[src/rtl/ripple_fetch_unit.sv]
// ripple_fetch_unit: Ripple-32i fetch stage owning the PC, issuing one word fetch at a time into a 2-entry instruction FIFO
module ripple_fetch_unit #(
  parameter logic [31:0] RESET_PC = 32'h0000_0000,
  parameter int FIFO_DEPTH = 2
) (
  input  logic        clk,
  input  logic        rst_n,
  input  logic        halt,
  input  logic        redirect_valid,
  input  logic [31:0] redirect_pc,
  output logic        mem_en,
  output logic [31:0] mem_addr,
  input  logic        mem_valid,
  input  logic [31:0] mem_rdata,
  output logic        inst_valid,
  input  logic        inst_ready,
  output logic [31:0] inst_data,
  output logic [31:0] inst_pc
);
  typedef enum logic [1:0] {IDLE, REQ, FLUSH} state_t;
  state_t state, state_n;
  logic [31:0] pc;
  logic [31:0] fifo_data [2];
  logic [31:0] fifo_pc [2];
  logic [31:0] data_n [2];
  logic [31:0] pc_n [2];
  logic [1:0] count;
  logic [2:0] level;
  logic pop, push, room, go, load, step, wr_idx;
  assign pop = inst_valid & inst_ready & ~redirect_valid;
  assign push = (state == REQ) & mem_valid & ~redirect_valid;
  assign level = {1'b0, count} - {2'b0, pop} + {2'b0, push};
  assign room = level < 3'(FIFO_DEPTH);
  assign go = ~halt & room;
  assign wr_idx = count[1] | (count[0] & ~pop);
  assign mem_en = state != IDLE;
  assign inst_valid = count != 2'd0;
  assign inst_data = fifo_data[0];
  assign inst_pc = fifo_pc[0];
  always_comb begin
    state_n = state;
    load = 1'b0;
    step = 1'b0;
    case (state)
      IDLE: begin
        load = go & ~redirect_valid;
        state_n = load ? REQ : IDLE;
      end
      REQ: begin
        step = push & go;
        state_n = redirect_valid ? (mem_valid ? IDLE : FLUSH) : (mem_valid ? (go ? REQ : IDLE) : REQ);
      end
      FLUSH: state_n = mem_valid ? IDLE : FLUSH;
      default: state_n = IDLE;
    endcase
  end
  always_comb begin
    data_n = fifo_data;
    pc_n = fifo_pc;
    if (pop) begin
      data_n[0] = fifo_data[1];
      pc_n[0] = fifo_pc[1];
    end
    if (push) begin
      data_n[wr_idx] = mem_rdata;
      pc_n[wr_idx] = mem_addr;
    end
  end
  always_ff @(posedge clk or negedge rst_n) begin
    if (!rst_n) begin
      state <= IDLE;
      pc <= RESET_PC;
      mem_addr <= RESET_PC;
    end else begin
      state <= state_n;
      pc <= redirect_valid ? {redirect_pc[31:2], 2'b00} : (push ? mem_addr + 32'd4 : pc);
      mem_addr <= load ? pc : (step ? mem_addr + 32'd4 : mem_addr);
    end
  end
  always_ff @(posedge clk or negedge rst_n) begin
    if (!rst_n) begin
      fifo_data <= '{default: '0};
      fifo_pc <= '{default: '0};
      count <= 2'd0;
    end else begin
      fifo_data <= data_n;
      fifo_pc <= pc_n;
      count <= redirect_valid ? 2'd0 : level[1:0];
    end
  end
  assert property (@(posedge clk) disable iff (!rst_n) !(push && !pop && count == 2'd2));
endmodule
[config.mk]
export PLATFORM = sky130hd
export DESIGN_NAME = ripple_fetch_unit
export DESIGN_NICKNAME = d
export VERILOG_FILES = /design/src/rtl/ripple_fetch_unit.sv
export SDC_FILE = /design/constraint.sdc
export NUM_CORES = 1
export LEC_CHECK = 0
export BUFFER_PORTS_ARGS = -buffer_cell sky130_fd_sc_hd__buf_2
export CAP_MARGIN = 20
export CORE_MARGIN = 10
export CORE_UTILIZATION = 30
export CTS_BUF_LIST = sky130_fd_sc_hd__clkbuf_16
export DETAILED_ROUTE_END_ITERATION = 7
export REMOVE_ABC_BUFFERS = 1
export SLEW_MARGIN = 20
export SYNTH_ARGS = -nofsm -noshare
export SYNTH_HDL_FRONTEND = slang
export SYNTH_SLANG_ARGS = --single-unit
[constraint.sdc]
create_clock -name clk -period 4.27 [get_ports clk]
set_input_delay 0.854 -clock clk [delete_from_list [all_inputs] [get_ports clk]]
set_output_delay 0.854 -clock clk [all_outputs]
set_load 0.005 [all_outputs]
==> results of run 1 <==
layer usage:
layer	GRT usage [%]	part of all wire, %
met3	4.239	6.7
met4	2.571	0.60
met2	19.20	44
met1	17.15	48
met5	0	0.19
worst min path at each step:
stage	startpoint	end	slack (ps)	cells after the start
floorplan	pc[13]	mem_addr[13]	450	2
global placement	flop	flop	470	1
detailed placement	flop	flop	470	1
CTS	rst_n	inst_data[26]	490	1
global route	flop	flop	500	1
finish	rst_n	inst_data[26]	480	1
cell families (layout without fill, tap and decap cells):
family	after synthesis	after routing
fa+ha+maj	3	3
buf+inv	134	216
flops	196	196
compound gates	185	185
mux	140	140
xor+xnor	25	25
simple gates	220	220
Yosys cell counts (4+ instances only):
cell type	count	share of area, %
a21oi_1	19	0.99
a22oi_1	25	2.0
and3_1	6	0.39
buf_2	28	1.5
buf_4	73	5.7
clkbuf_1	26	1.0
dfrtp_1	196	51
mux2_1	66	7.7
mux2i_1	74	7.7
nand2_1	118	4.6
nand2b_1	5	0.33
nand3_1	12	0.62
nand4_1	5	0.33
nor2_1	32	1.2
nor3_1	7	0.36
nor3b_1	8	0.62
o21ai_0	80	4.2
o21ai_1	28	1.5
o221ai_1	15	1.4
or2_2	4	0.26
xnor2_1	9	0.82
xor2_1	16	1.5
where the power goes:
group          internal (W)  leakage [nW]  switching [W]
registers           0.00240          2.56       0.000533
clock network      0.000822         0.275       0.000785
logic              0.000730          2.72       0.000702
metrics by stage:
step	cells	power (W)	util, %	cell area (µm²)
4_1_cts	1387	0.006102	34.46	10900
3_5_place_dp	1356	0.004451	32.66	10330
2_1_floorplan	772	0.003604	-	8820
6_report	1387	0.005973	34.46	10900
5_1_grt	1387	0.006422	34.46	10900
3_3_place_gp	1356	0.004383	32.66	10330
cell type report:
type                    count  area share (%)
clock buffers              17           3.903
clock inverters            14           1.309
inverters                   3          0.1033
multi-input cells         573           36.01
flip-flops and latches    196           45.00
well taps                 402           4.614
repair buffers            182           9.068
==> results.ini, run 1 <==
[critical_path]
cp_num_cells = 10
crit_required_ps = 4570
crit_end = mem_addr[31]
crit_fanout = 18
worstReg2RegStart = count[1]
arrival_ps = 3470
rr_worst_depth = 10
crit_type = flop to flop
critPathBufInv = 1
startpoint_type = flop
cp-end-kind = flop
r2r_setup_slack_ps = 1100
max_stage_delay_ps = 830
path_delay_family = simple AND/OR/NAND/NOR gates
r2r_end = mem_addr[31]
path_cells = o21ai_1, xnor2_1, nor2_1, ha_1, inv_1, fa_1, nand2b_1, or4_1, o221ai_1, o311ai_1
cp-startpoint = count[1]
slowest_stage = or4_1

[job]
maxCapViolCount = 0

[synth]
synth_fa_ha_area_share_pct = 0.4681
seq_area_frac_synth_pct = 50.97
synth_compound_area_share_pct = 11.43
synth_enable_flop_cells = 0
synth-simple-area-share_pct = 10.97
syn_inst = 903
synthMuxAreaShare_pct = 15.42
synth_cell_types = 51
netlist_area_um2 = 9623
ys_dominant_reg_cell = dfrtp_1
syn_avg_cell_area_um2 = 10.66
ys_ff_latch = 196
synth_top_family_by_area = multiplexers
ys_warn_count = 0
synth_xor_area_share_pct = 2.275
async_flop_share_pct = 100.0

[finish]
mostFrequentLayoutCells = dfrtp_1 (196), buf_2 (164), nand2_1 (118), o21ai_0 (79), mux2i_1 (74)
drive_gt1_share_pct = 23.25
num_antenna_cells = 0
layout_commonest_cell = dfrtp_1
seqCellArea_um2 = 4905
fillers = 3166
final_nets = 1046
areaGrowthSynthToFinish_pct = 13.28
multi_input_area_um2 = 3925

[clock_tree]
clock-root-buffer = clkbuf_16
post-cts-setup-buffer-count = 0
htreeDepth = 4
clock_sinks = 196
cts.path.max_buffers = 2
cts-resized-gates = 0
cts_tree = built
cts_buffers = 17
path_clk_slew_ps = 80
cts.hold.buffers_added = 0
clk-insertion-delay-late_ps = 440

[placement]
place_ws_ps = 743.4
gp_congestion = 0.7413
place_hpwl_um = 16730
io_buffers = 165

[timing]
hold_violations = 0
hold_ws_ps = 479.1
finClkSkew_ps = 11.48
finalCriticalPeriod_ps = 3173
setup_viol = 0
fin_ws_ps = 1097
worst_pin_slew_ps = 877.4
grt_setup_unrepaired = false
slew_violations = 0
fmax_ghz = 0.3151
relSlewSlack_pct = 41.51
tns_ps = 0
min_period_over_period_pct = 74.31

[floorplan]
ios = 168
die-area_um2 = 39640
fp.dieH_um = 199.1
dieWidth_um = 199.1
rows = 65
start_util_pct = 30.42
fp.coreArea_um2 = 31640

[power]
vdd_drop_max_v = 0.0002644
power.density_nw_per_um2 = 548.0
p_leak_nw = 5.562

[route]
drt_iter0_markers = 340
vias_per_cell = 4.844
ant_nets = 0
avgRoutedWirePerCell_um = 17.75
wirelength_um = 24620
drc_errors = 0
firstDrtPassIters = 4
vias = 6719

[worst_hold_path]
min_path_type = input pin to asynchronous set/reset pin

[global_route]
antenna_found_initial = 3
grt-ovfl-total = 0
grt_max_degree = 104
grt_pass1_vias = 6811
grt_pass1_wl_um = 39390
grt_usage_pct = 12.66

[outcome]
status = finished clean

(Power assumes the default switching activity.)
==> inputs of run 2 (changes only) <==
Settings changed: ABC_AREA set to 1.
Clock period 4.27 ns to 3.3 ns, I/O delays scaled along.
==> results.ini, run 2 <==
[critical_path]
path_cells = inv_2, nand2_2, nand3_4, buf_4, inv_2, nand2_2, nand2_2, nand2_4, buf_12, nand2_1, o21ai_1
max_stage_delay_ps = 710  ; -120 ps
cp-startpoint = count[1]
arrival_ps = 3140  ; -330 ps
crit_required_ps = 3660  ; -910 ps
slowest_stage = buf_4
startpoint_type = flop
crit_type = flop to flop
worstReg2RegStart = count[1]
critPathBufInv = 4  ; +3
path_common_cell = nand2_2
path_delay_family = buffers and inverters
cp-end-kind = flop
crit_fanout = 96  ; +78

[power]
p_clk_share_pct = 23.8  ; -3.1 points
p_int_w = 0.005276  ; +33%
p_leak_nw = 5.853  ; +5.2%
seqPwrFrac_pct = 44.3  ; -4.8 points
switching_share_pct = 37.98  ; +4.2 points
pwr-share-comb_pct = 31.9  ; +7.9 points
p_switching_w = 0.003231  ; +60%
power.density_nw_per_um2 = 754.8  ; +38%
vdd_drop_max_v = 0.0003807  ; +44%

[finish]
layout_commonest_cell = nand2_1
final_area_um2 = 11270  ; +3.4%
areaGrowthSynthToFinish_pct = 13.45
mostFrequentLayoutCells = nand2_1 (562), dfrtp_1 (196), buf_2 (164), inv_1 (109), o21ai_1 (102)
drive_gt1_share_pct = 16.68  ; -6.6 points
fillers = 3515  ; +11%
final_nets = 1470  ; +41%
num_antenna_cells = 0  ; unchanged
fin_util_pct = 34.55  ; +0.098 points

[global_route]
grt_usage_pct = 14.09  ; +1.4 points
grt_pass1_wl_um = 45450  ; +15%
grt-ovfl-total = 0  ; unchanged
antenna_found_initial = 0  ; -3
grt_pass1_vias = 7897  ; +16%
grt_max_degree = 97  ; -6.7%

[synth]
synth_top_family_by_area = simple AND/OR/NAND/NOR gates
netlist_area_um2 = 9935  ; +3.2%
synth_enable_flop_cells = 0  ; unchanged
ys_ff_latch = 196  ; unchanged
seq_area_frac_synth_pct = 49.37  ; -1.6 points
yosys-top-cells-count = nand2_1 (562), dfrtp_1 (196), inv_1 (109)
yosysMostFrequentCell = nand2_1
synth.top_cell.area_share_pct = 49.37  ; -1.6 points
synth_top_area_cell = dfrtp_1
ys_dominant_reg_cell = dfrtp_1
synth-simple-area-share_pct = 27.75  ; +17 points
synthTopCellsByArea = dfrtp_1 (49%), nand2_1 (21%), buf_4 (5.4%)
synth_cell_types = 29  ; -43%
synth_compound_area_share_pct = 9.332  ; -2.1 points
ys_warn_count = 0  ; unchanged
synth_fa_ha_area_share_pct = 0.4534  ; -0.015 points
syn_avg_cell_area_um2 = 7.538  ; -29%
syn_inst = 1318  ; +46%
async_flop_share_pct = 100.0  ; unchanged
synth_xor_area_share_pct = 0.6171  ; -1.7 points
synthMuxAreaShare_pct = 0  ; -15 points

[clock_tree]
clock-root-buffer = clkbuf_16
clock_sinks = 196  ; unchanged
cts.path.max_buffers = 2  ; unchanged
cts-resized-gates = 0  ; unchanged
htreeDepth = 4  ; unchanged
cts_tree = built
cts_buffers = 17  ; unchanged
cts.hold.buffers_added = 0  ; unchanged
clk-insertion-delay-late_ps = 440  ; about the same
path_clk_slew_ps = 80  ; about the same
post-cts-setup-buffer-count = 0  ; unchanged

[timing]
min_period_over_period_pct = 84.31  ; +10 points
hold_ws_ps = 229.6  ; -249.5 ps
finClkSkew_ps = 15.88  ; +4.407 ps
tns_ps = 0  ; unchanged
relSlewSlack_pct = 38.37  ; -3.1 points
grt_setup_unrepaired = false
hold_violations = 0  ; unchanged
slew_violations = 0  ; unchanged
setup_viol = 0  ; unchanged
fmax_ghz = 0.3594  ; +14%
worst_pin_slew_ps = 924.4  ; +47.03 ps
finalCriticalPeriod_ps = 2782  ; -390.7 ps

[floorplan]
die-area_um2 = 40790  ; +2.9%
dieWidth_um = 202.0  ; +1.4%
rows = 66  ; +1.5%
fp.dieH_um = 202.0  ; +1.4%
fp.coreArea_um2 = 32620  ; +3.1%
start_util_pct = 30.46  ; +0.039 points
ios = 168  ; unchanged

[placement]
gp_congestion = 0.8336  ; +12%
io_buffers = 165  ; unchanged
place_area_um2 = 10730  ; +3.9%
place_hpwl_um = 19640  ; +17%

[route]
vias = 8210  ; +22%
vias_per_cell = 4.435  ; -8.4%
wirelength_um = 28730  ; +17%
firstDrtPassIters = 6  ; +2
avgRoutedWirePerCell_um = 15.52  ; -13%
drt_iter0_markers = 655  ; +93%
ant_nets = 0  ; unchanged
drc_errors = 0  ; unchanged

[outcome]
status = finished clean

[worst_hold_path]
min_path_type = input pin to asynchronous set/reset pin

[job]
maxCapViolCount = 0  ; unchanged

==> run 2: final timing paths <==
path                                                   end  slack (ps)  depth (start not counted)
worst max-delay path                           inst_pc[26]         520                         11
worst min-delay path                         inst_data[28]         230                          1
worst max register to register                 inst_pc[26]         520                         11
worst min register to register                        flop         490                          2
max in group asynchronous       asynchronous set/reset pin        2260                          2
min in group clk                                  state[1]         400                          2
==> run 2: area by class of cell <==
type	instances	area [µm²]	area share [%]
clock buffers	17	425.4	3.774
clock inverters	14	115.1	1.021
inverters	115	431.7	3.830
multi-input cells	884	3809	33.79
flip-flops and latches	196	4905	43.52
well taps	442	553.0	4.907
repair buffers	183	1032	9.159
==> run 2: per-stage QoR <==
stage	power (W)	worst slack, ps	cells
CTS	0.008673	486.3	1851
floorplan	0.005218	-696.2	1195
detailed placement	0.006591	168.8	1820
global placement	0.006526	230.1	1820
finish	0.008507	517.6	1851
global route	0.009235	255.3	1851
==> run 2: kinds of logic (layout without fill, tap and decap cells) <==
logic type,Yosys count,count (layout)
simple gates,697,697
buf+inv,238,329
flops,196,196
compound gates,177,177
xor+xnor,7,7
fa+ha+maj,3,3
==> run 2: layer usage <==
metal	wire, µm	track usage, %	up-vias
met3	1843	3.774	21
met1	13270	18.84	3759
met4	418	3.785	0
met5	0	0	-
li1	-	-	4212
met2	13200	22.00	218
==> run 2: power by group through the flow <==
| stage | clock network (W) | registers, W | logic [W] |
|---|---|---|---|
| detailed placement | 0 | 0.00382 | 0.00277 |
| global placement | 0 | 0.00379 | 0.00274 |
| finish | 0.00202 | 0.00377 | 0.00271 |
| floorplan | 0 | 0.00377 | 0.00145 |
| global route | 0.00219 | 0.00390 | 0.00314 |
| CTS | 0.00211 | 0.00378 | 0.00279 |
